### config.mk
export PLATFORM = sky130hd
export DESIGN_NAME = alu_seq
export DESIGN_NICKNAME = d
export VERILOG_FILES = /design/src/rtl/alu_pkg.sv /design/src/rtl/alu_seq.sv
export SDC_FILE = /design/constraint.sdc
export NUM_CORES = 1
export LEC_CHECK = 0
export BUFFER_PORTS_ARGS = -buffer_cell sky130_fd_sc_hd__buf_4
export CORE_MARGIN = 2
export CORE_UTILIZATION = 30
export CTS_CLUSTER_SIZE = 25
export DETAILED_ROUTE_END_ITERATION = 6
export SYNTH_ARGS = -nofsm -noshare
export SYNTH_HDL_FRONTEND = slang
export SYNTH_SLANG_ARGS = --single-unit
### constraint.sdc
create_clock -name clk -period 2.3 [get_ports clk]
set_input_delay 0.345 -clock clk [delete_from_list [all_inputs] [get_ports clk]]
set_output_delay 0.345 -clock clk [all_outputs]
set_load 0.02 [all_outputs]
### src/rtl/alu_pkg.sv
// Shared definitions for the ALU and the multi-cycle sequencer that drives it.
package alu_pkg;

  // ALUOp encodings understood by the shared 8-bit ALU
  localparam logic [2:0] ALU_LD  = 3'b000;
  localparam logic [2:0] ALU_SHR = 3'b001;
  localparam logic [2:0] ALU_ADD = 3'b010;
  localparam logic [2:0] ALU_XOR = 3'b100;

  // Extended operations run by the sequencer
  typedef enum logic [1:0] {
    ADD16 = 2'b00,
    XOR16 = 2'b01,
    MUL8  = 2'b10,
    RSVD  = 2'b11
  } seq_op_t;

  // Sequencer states
  typedef enum logic [2:0] {
    IDLE = 3'd0,
    LO   = 3'd1,
    HI   = 3'd2,
    MUL  = 3'd3,
    DONE = 3'd4
  } seq_state_t;

endpackage

### src/rtl/alu_seq.sv
// Multi-cycle sequencer: runs 16-bit ADD/XOR and 8x8 shift-add multiply
// on the shared 8-bit combinational ALU, owning its inputs while busy.
import alu_pkg::*;

module alu_seq #(
  parameter int MUL_ITER = 8
) (
  input  logic        clk,
  input  logic        rst_n,
  input  logic        start,
  input  logic [1:0]  op,
  input  logic [15:0] a_in,
  input  logic [15:0] b_in,
  output logic        busy,
  output logic        done,
  output logic [15:0] result,
  output logic        carry_flag,
  output logic        err,
  output logic [2:0]  alu_op,
  output logic [7:0]  alu_a,
  output logic [7:0]  alu_b,
  output logic        alu_cin,
  input  logic [7:0]  alu_rslt,
  input  logic        alu_cout
);

  localparam int CNT_W = $clog2(MUL_ITER + 1);

  seq_state_t  state_reg, state_next;
  seq_op_t     op_reg;
  logic [15:0] a_reg, b_reg;
  logic [7:0]  hi_reg, lo_reg;
  logic [CNT_W-1:0] cnt_reg;
  logic        c_reg;
  logic [15:0] result_reg;
  logic        carry_reg;
  logic        err_reg;

  // Product register after the current shift-add step
  logic [15:0] p_step;
  assign p_step = {alu_cout, alu_rslt, lo_reg[7:1]};

  // The last multiply iteration is the one where the counter goes 1 -> 0
  logic mul_last;
  assign mul_last = (cnt_reg == CNT_W'(1));

  // State register
  always_ff @(posedge clk) begin
    if (!rst_n) state_reg <= IDLE;
    else        state_reg <= state_next;
  end

  // Next-state logic and ALU drive; ALU inputs are parked at zero when idle
  always_comb begin
    state_next = state_reg;
    alu_op     = ALU_LD;
    alu_a      = 8'h00;
    alu_b      = 8'h00;
    alu_cin    = 1'b0;
    case (state_reg)
      IDLE: begin
        if (start) begin
          if (op == 2'b10)      state_next = MUL;
          else if (op == 2'b11) state_next = DONE;
          else                  state_next = LO;
        end
      end
      LO: begin
        alu_op     = (op_reg == XOR16) ? ALU_XOR : ALU_ADD;
        alu_a      = a_reg[7:0];
        alu_b      = b_reg[7:0];
        state_next = HI;
      end
      HI: begin
        alu_op     = (op_reg == XOR16) ? ALU_XOR : ALU_ADD;
        alu_a      = a_reg[15:8];
        alu_b      = b_reg[15:8];
        alu_cin    = (op_reg == ADD16) ? c_reg : 1'b0;
        state_next = DONE;
      end
      MUL: begin
        alu_op = ALU_ADD;
        alu_a  = hi_reg;
        alu_b  = lo_reg[0] ? a_reg[7:0] : 8'h00;
        if (mul_last) state_next = DONE;
      end
      DONE: state_next = IDLE;
      default: state_next = IDLE;
    endcase
  end

  // Operand latch, partial products and completion results
  always_ff @(posedge clk) begin
    if (!rst_n) begin
      op_reg     <= ADD16;
      a_reg      <= 16'h0000;
      b_reg      <= 16'h0000;
      hi_reg     <= 8'h00;
      lo_reg     <= 8'h00;
      cnt_reg    <= '0;
      c_reg      <= 1'b0;
      result_reg <= 16'h0000;
      carry_reg  <= 1'b0;
      err_reg    <= 1'b0;
    end else begin
      case (state_reg)
        IDLE: begin
          if (start) begin
            a_reg   <= a_in;
            b_reg   <= b_in;
            op_reg  <= seq_op_t'(op);
            err_reg <= (op == 2'b11);
            hi_reg  <= 8'h00;
            lo_reg  <= b_in[7:0];
            cnt_reg <= CNT_W'(MUL_ITER);
            c_reg   <= 1'b0;
            // Reserved op completes immediately with a zero result
            if (op == 2'b11) begin
              result_reg <= 16'h0000;
              carry_reg  <= 1'b0;
            end
          end
        end
        LO: begin
          result_reg[7:0] <= alu_rslt;
          c_reg           <= alu_cout;
        end
        HI: begin
          result_reg[15:8] <= alu_rslt;
          carry_reg        <= (op_reg == ADD16) ? alu_cout : 1'b0;
        end
        MUL: begin
          {hi_reg, lo_reg} <= p_step;
          cnt_reg          <= cnt_reg - CNT_W'(1);
          if (mul_last) begin
            result_reg <= p_step;
            carry_reg  <= 1'b0;
          end
        end
        default: ;
      endcase
    end
  end

  assign busy       = (state_reg != IDLE);
  assign done       = (state_reg == DONE);
  assign result     = result_reg;
  assign carry_flag = carry_reg;
  assign err        = err_reg;

endmodule

== Yosys cells after proc, flatten, opt, wreduce, memory -nomap -nowiden ==
Index checks and enable logic that the tools add are counted.

* $add $sub $neg: 1
* Equality and inequality tests: 11
* Mux-type cells: 30
* Reductions and logical operators: 14

{| class="wikitable"
|+ Operator list
! cell !! count
|-
| one-hot mux 8 bit (3 select lines) || 4
|-
| 2-to-1 mux 16 bit || 3
|-
| one-hot mux 8 bit (2 select lines) || 2
|-
| 2-to-1 mux 8 bit || 3
|-
| 2-to-1 mux 3 bit || 5
|-
| one-hot mux 3 bit (4 select lines) || 1
|-
| nonzero test 3 bit || 3
|-
| one-hot mux 4 bit (2 select lines) || 1
|-
| AND reduction 2 bit || 4
|-
| AND reduction 4 bit || 2
|-
| 2-to-1 mux 1 bit || 7
|-
| == test 3 x 2 -> 1 bit (second input constant) || 2
|-
| inequality test 2 bit (second input constant) || 3
|-
| one-hot mux 3 bit (2 select lines) || 1
|-
| == test 2 bit (second input constant) || 2
|-
| == test 4 x 1 -> 1 bit (second input constant) || 1
|-
| 2-to-1 mux 4 bit || 1
|-
| nonzero test 2 bit || 2
|-
| subtractor 4 x 1 -> 4 bit (second input constant) || 1
|-
| == test 3 x 1 -> 1 bit (second input constant) || 1
|-
| == test 3 bit (second input constant) || 1
|-
| zero test 3 bit || 1
|-
| one-hot mux 1 bit (3 select lines) || 1
|-
| == test 2 x 1 -> 1 bit (second input constant) || 1
|-
| other kinds (3) || 3
|}

* Bits in registers: 76
* Output and inout bits: 40

== Longest topological paths before layout ==
Gate-level depths: netlist of the first run.

* Word-level depth: 5
* Gate-level depth with buffers: 6

== Worst setup path before layout of the first run ==
No wires, ideal clock.

* Path type: reg-to-output
* Start: register state_reg[0]
* End: output port alu_op[2]
* Data arrival time: 1.412 ns
* Slack: 0.543 ns
* Stages on the path, launching flop included: 6
* Buffers on the path: 2
* Cell sequence: dfxtp_1 -> buf_2 -> buf_2 -> nor3b_2 -> nor2_1 -> nor2_1

* Word-level cells in the longest chain between the ends: 3
* Elaborated cells between the ends (all ways): 5
* Those cells by class: eq/ne (3); mux (1); reduce/logical (1)

{| class="wikitable"
|+ RTL lines
! what !! RTL line !! source
|-
| from (decl) || alu_seq.sv:29 || <nowiki>seq_state_t state_reg, state_next;</nowiki>
|-
| from (signal assigned) || alu_seq.sv:50 || <nowiki>else state_reg <= state_next;</nowiki>
|-
| == test 3 x 2 -> 1 bit or == test 3 x 1 -> 1 bit (tied branches) || alu_seq.sv:60 || <nowiki>case (state_reg)</nowiki>
|-
| OR reduction 2 bit (no source line) || - ||
|-
| one-hot mux 3 bit (2 select lines) (*) || alu_seq.sv:60 ||
|-
| to (decl) || alu_seq.sv:19 || <nowiki>output logic [2:0] alu_op,</nowiki>
|}

Mark *: on every way between the ends. The rest lies on a longest branch, timed or not.

== Final worst setup path of the first run ==
* Start: register state_reg[0]
* End: output port alu_b[1]

* Word-level cells in the longest chain between the ends: 2
* Elaborated cells between the ends (all ways): 4
* Those cells by class: eq/ne (3); mux (1)

{| class="wikitable"
|+ RTL lines
! what !! RTL line !! source
|-
| == test 3 x 2 -> 1 bit or == test 3 x 1 -> 1 bit (tied branches) || alu_seq.sv:60 ||
|-
| one-hot mux 8 bit (3 select lines) (*) || alu_seq.sv:60 ||
|-
| to (decl) || alu_seq.sv:21 || <nowiki>output logic [7:0] alu_b,</nowiki>
|}

Marks and branches as above.

==> impl_metrics.csv, run 1 <==
group,metric,value,unit
floorplanning,core_area,0.0115,mm²
yosys,synth_area_leaders,"dfxtp_1, nand2_1, mux2_2",
pwr,p_int,0.00255,W
outcome,status,"completed",
timing,rsz0062_at_grt,"false",
drt,vias,3276,
yosys,ys_types,38,
clock_network,cts_tree,"yes",
grt,antenna_found_initial,0,
setup_path,worstPathMaxFanout,31,
final_layout,multi_input_area,0.00185,mm²
pwr,pwr-share-clk,44.2,%
setup_path,reg2reg_depth,5,
place,dp_hpwl,7.21,mm
yosys,yosys.area.top_type_share,42.8,%
setup_path,reg2reg_from,"cnt_reg[1]",
floorplanning,rows,39,
timing,hold_viol,0,
timing,relSlewSlack,60.5,%
pwr,cellPowerDensity,737,mW/mm²
setup_path,critPathKind,"flip-flop to primary output",
pwr,power.switching,0.000872,W
setup_path,cp.required,1.96,ns
grt,grt_max_degree,55,
drt,drt-initial-drc-count,259,
yosys,syn_area_per_cell,8.11,µm²
yosys,postSynthCellCount,438,
worst_hold_path,hold_start,"a_in[0]",
drt,postRouteAntennaNets,0,
final_layout,area_growth,30.6,%
yosys,ys_dominant_reg_cell,"dfxtp_1",
final_layout,antenna_cells,0,
grt,grt_pass1_wl,15.9,mm
setup_path,end_kind,"primary output",
final_layout,regArea,0.00152,mm²
drt,routed_wl,10.1,mm
clock_network,clockBufferDepth,2,
clock_network,cts_htree_levels,3,
clock_network,cts_buffers,9,
setup_path,cp_cell_sequence,"buf_4 -> and3b_1 -> buf_4 -> nand3_1 -> nand2_1 -> buf_4",
pwr,switching_share,25.5,%
final_layout,mostFrequentLayoutCells,"nand2_1, buf_4, dfxtp_1",
yosys,synth_nets,486,
setup_path,crit_family,"buffers and inverters",
place,gp_congestion,0.789,
yosys,ys_ff_latch,76,
yosys,synthArstFlopShare,0,%
worst_hold_path,hp-class,"input pin to flip-flop",
floorplanning,dieHeight,113,µm
clock_network,post_cts.repair.setup_buffers,0,
pwr,ir_drop,0.000393,V
final_layout,final_net_count,558,
floorplanning,die_w,113,µm
pwr,p_comb_share,13.8,%
setup_path,crit_slowest_cell,"dfxtp_1",
setup_path,critPathLaunchType,"flip-flop",
timing,hold_slack,0.252,ns
setup_path,cp_num_buf_inv,3,
timing,finalMaxSlewViolations,0,
clock_network,clock_latency,0.34,ns
final_layout,n_fill_cell,1142,
timing,fin_crit,2.16,ns
clock_network,clock-sinks,76,
yosys,yosysTopAreaCell,"dfxtp_1",
setup_path,crit_top_cell,"buf_4",
floorplanning,die_area,0.0127,mm²
place,place_ws,0.244,ns
clock_network,ctsRootBufferMaster,"clkbuf_16",
worst_hold_path,hold_depth,3,
worst_hold_path,holdPathEnd,"a_reg[0]",
drt,drt-pass1-iter-count,5,
yosys,ys_seq_area_share,42.8,%
timing,fin_skew,0.00450,ns
drt,viasPerCell,4.98,
final_layout,layout-drive-gt1-share,27.8,%
yosys,syn_area,0.00355,mm²
pwr,p_leak,1.88,nW
flow_run,cap_viol_max_count,0,
clock_network,cts_resized,1,
setup_path,cp.arrival,1.82,ns
final_layout,final_common_cell,"nand2_1",
timing,setup_viol,0,
place,portBuffers,84,
timing,fin_tns_setup,0,ns
timing,min_period_over_period,94.0,%
floorplanning,start_util,31.0,%
clock_network,holdBufCountCts,0,
drt,drc,0,
grt,overflow,0,
setup_path,r2r_setup_slack,0.41,ns
drt,wl_per_cell,15.3,µm
timing,fmax,0.462,GHz
clock_network,clkTransAtPathRegs,0.06,ns
timing,setup_ws,0.138,ns
pwr,power_frac_seq,42.0,%
grt,grt_usage,15.8,%
yosys,yosysWarnings,0,
yosys,synth_edf_count,0,
setup_path,r2r_end,"result[1]",
timing,worst_pin_slew,0.593,ns
floorplanning,io_pins,86,
grt,first_global_vias,3145,
setup_path,slowest_delay,0.32,ns
logic make-up after synthesis:
kind of cell    Yosys count  synth area share (%)
simple gates            196                  24.6
compound gates           79                  13.9
flops                    76                  42.8
buf+inv                  42                  5.18
mux                      41                  12.4
fa+ha+maj                 2                 0.705
other cells               1                 0.106
xor+xnor                  1                 0.247
per-stage QoR:
step | util, % | power (W) | std cells | area [µm²]
final | 40.4 | 0.00342 | 658 | 4640
after global routing | 40.4 | 0.00356 | 658 | 4640
after CTS | 40.4 | 0.00345 | 658 | 4640
after detailed placement | 37.7 | 0.00194 | 642 | 4320
after global placement | 37.7 | 0.00193 | 642 | 4320
after floorplan | - | 0.00175 | 438 | 3550
cell type report:
type	count	area share (%)
Multi-Input combinational cell	320	39.9
Sequential cell	76	32.8
Timing Repair Buffer	98	16.1
Clock buffer	10	4.94
Tap cell	143	3.86
Clock inverter	6	1.89
Inverter	5	0.405
cell usage after synthesis (all sizes together), types with 2 or more instances:
master	count
dfxtp	76
mux2	25
nor3b	2
mux2i	16
and3	3
a31oi	8
and3b	3
nand2	130
and2	2
a22oi	17
nand4b	4
nor2	12
inv	5
nor3	2
nand3	27
a21oi	42
a21boi	5
a221oi	2
nand3b	2
buf	18
clkbuf	19
ha	2
nor2b	3
o21ai	3
metal layers:
metal | part of all wire [%] | global-route usage [%] | up-vias
met5 | 0 | 0 | -
li1 | - | - | 1637
met1 | 45 | 20.7 | 1517
met4 | 3.1 | 7.64 | 0
met3 | 5.8 | 3.75 | 21
met2 | 46 | 24.5 | 101
worst min-delay path, cell delays in order:
cell	delay, ns
buf_4	0.11
nand2_1	0.05
a21oi_1	0.05
power by group through the flow:
stage,registers [W],clock network [W],logic (W)
finish,0.00143,0.00151,0.000472
global route,0.00144,0.00160,0.000518
CTS,0.00143,0.00154,0.000476
detailed placement,0.00146,0,0.000474
global placement,0.00146,0,0.000469
floorplan,0.00145,0,0.000299
worst max path at each step:
stage	depth (start not counted)	endpoint	start	slack, ns
after floorplan	5	alu_op[2]	state_reg[0]	0.54
after global placement	5	lo_reg[0]	state_reg[1]	0.35
after detailed placement	5	lo_reg[3]	state_reg[1]	0.24
after CTS	6	alu_b[0]	state_reg[0]	0.14
after global routing	5	alu_b[1]	state_reg[1]	0.01
final	6	alu_b[1]	state_reg[0]	0.14
No activity file was read; power rests on OpenSTA's default activity.
==> inputs of run 2 (changes only) <==
--- a/config.mk
+++ b/config.mk
@@ -6,6 +6,7 @@
 export NUM_CORES = 1
 export LEC_CHECK = 0
 export BUFFER_PORTS_ARGS = -buffer_cell sky130_fd_sc_hd__buf_4
+export CORE_ASPECT_RATIO = 0.9
 export CORE_MARGIN = 2
 export CORE_UTILIZATION = 30
 export CTS_CLUSTER_SIZE = 25
==> run 2 against run 1 <==
  * Sequential share of layout area is 0.18 points lower
  * Power rose by 1.7%
  * Fmax increased by 1.1%
  * First-iteration DRC count is 34% lower
  * Via count up 0.21%
  * Hold slack improved by 0.0050 ns
  * Critical path type unchanged
==> impl_metrics.csv, run 2 (synthesized netlist as in run 1, its figures left out) <==
group,metric,value,unit
drt,postRouteAntennaNets,0,
setup_path,critPathKind,"flip-flop to primary output",
setup_path,critPathLaunchType,"flip-flop",
timing,setup_viol,0,
clock_network,clock_latency,0.33,ns
final_layout,final_net_count,558,
final_layout,multi_input_area,0.00186,mm²
timing,hold_viol,0,
floorplanning,io_pins,86,
floorplanning,die_w,119,µm
grt,antenna_found_initial,0,
pwr,ir_drop,0.000416,V
grt,grt_usage,16.2,%
floorplanning,core_area,0.0115,mm²
grt,first_global_vias,3347,
drt,drt-initial-drc-count,170,
drt,wl_per_cell,14.9,µm
drt,viasPerCell,4.89,
floorplanning,rows,37,
timing,min_period_over_period,93.0,%
clock_network,clock-sinks,76,
final_layout,n_fill_cell,1207,
setup_path,end_kind,"primary output",
timing,relSlewSlack,61.2,%
setup_path,cp.required,1.96,ns
final_layout,fin_util,40.6,%
timing,hold_slack,0.257,ns
flow_run,cap_viol_max_count,0,
drt,vias,3283,
drt,drt-pass1-iter-count,4,
setup_path,cp_num_buf_inv,3,
setup_path,cp_cell_sequence,"buf_4 -> nor2b_1 -> buf_4 -> a22oi_1 -> nor2_1 -> buf_4",
worst_hold_path,hp-class,"input pin to flip-flop",
grt,overflow,0,
floorplanning,start_util,30.9,%
timing,finalMaxSlewViolations,0,
timing,fin_skew,0.00622,ns
pwr,total_power,0.00348,W
final_layout,area_growth,31.3,%
timing,fin_tns_setup,0,ns
final_layout,final_common_cell,"nand2_1",
final_layout,mostFrequentLayoutCells,"nand2_1, buf_4, dfxtp_1",
place,dp_hpwl,7.14,mm
setup_path,crit_family,"buffers and inverters",
clock_network,clockBufferDepth,2,
place,portBuffers,84,
setup_path,cp.arrival,1.79,ns
clock_network,cts_tree,"yes",
timing,fmax,0.468,GHz
floorplanning,dieHeight,107,µm
clock_network,clkTransAtPathRegs,0.06,ns
final_layout,regArea,0.00152,mm²
drt,routed_wl,10.0,mm
clock_network,cts_buffers,9,
clock_network,cts_htree_levels,3,
timing,rsz0062_at_grt,"false",
setup_path,r2r_setup_slack,0.41,ns
setup_path,crit_slowest_cell,"dfxtp_1",
setup_path,slowest_delay,0.44,ns
setup_path,worstPathMaxFanout,27,
grt,grt_pass1_wl,16.4,mm
clock_network,ctsRootBufferMaster,"clkbuf_16",
floorplanning,die_area,0.0127,mm²
pwr,p_leak,1.88,nW
clock_network,holdBufCountCts,0,
grt,grt_max_degree,55,
final_layout,layout-drive-gt1-share,28.2,%
place,gp_congestion,0.773,
timing,fin_crit,2.14,ns
drt,drc,0,
final_layout,antenna_cells,0,
pwr,cellPowerDensity,746,mW/mm²
timing,worst_pin_slew,0.582,ns
outcome,status,"completed",
setup_path,crit_top_cell,"buf_4",
==> run 2: worst paths after layout <==
| path | start | endpoint | cells past startpoint |
|---|---|---|---|
| setup / recovery | state_reg[0] | alu_a[2] | 6 |
| hold / removal | b_in[13] | b_reg[13] | 3 |
| setup reg to reg | cnt_reg[1] | result[1] | 5 |
| hold reg to reg | b_reg[4] | b_reg[4] | 2 |
==> run 2: cell type report <==
type                       count  area share (%)
inverter                       5           0.402
clock inverter                 6            2.04
timing repair buffer          98            15.8
multi-input combinational    320            39.8
tap                          156            4.19
sequential                    76            32.7
clock buffer                  10            5.12
==> run 2: power breakdown <==
part	internal, W	leakage (nW)	total [W]	switching [W]
clock network	0.000991	0.157	0.00158	0.000585
logic	0.000206	1.11	0.000467	0.000261
registers	0.00138	0.620	0.00143	0.0000500
==> run 2: per-stage QoR <==
step,area (µm²),cells,setup slack [ns]
final,4660,671,0.161
after global routing,4660,671,0.0140
after CTS,4660,671,0.0391
after detailed placement,4320,655,0.359
after global placement,4320,655,0.378
after floorplan,3550,438,0.543
==> run 2: repair_timing <==
item	CTS	global route
gates resized for setup	0	2
buffers inserted	0	0
setup endpoints to repair	0	8
==> run 2: routing by layer <==
metal / GRT usage [%] / share of wire, %
met3: 3.99 / 5.3
met5: 0 / 0
met4: 6.12 / 1.4
met2: 25.0 / 46
met1: 21.7 / 47
==> run 2: worst min-delay path, cell delays in order <==
cell	delay, ns
buf_4	0.11
nand2_1	0.05
a21oi_1	0.05
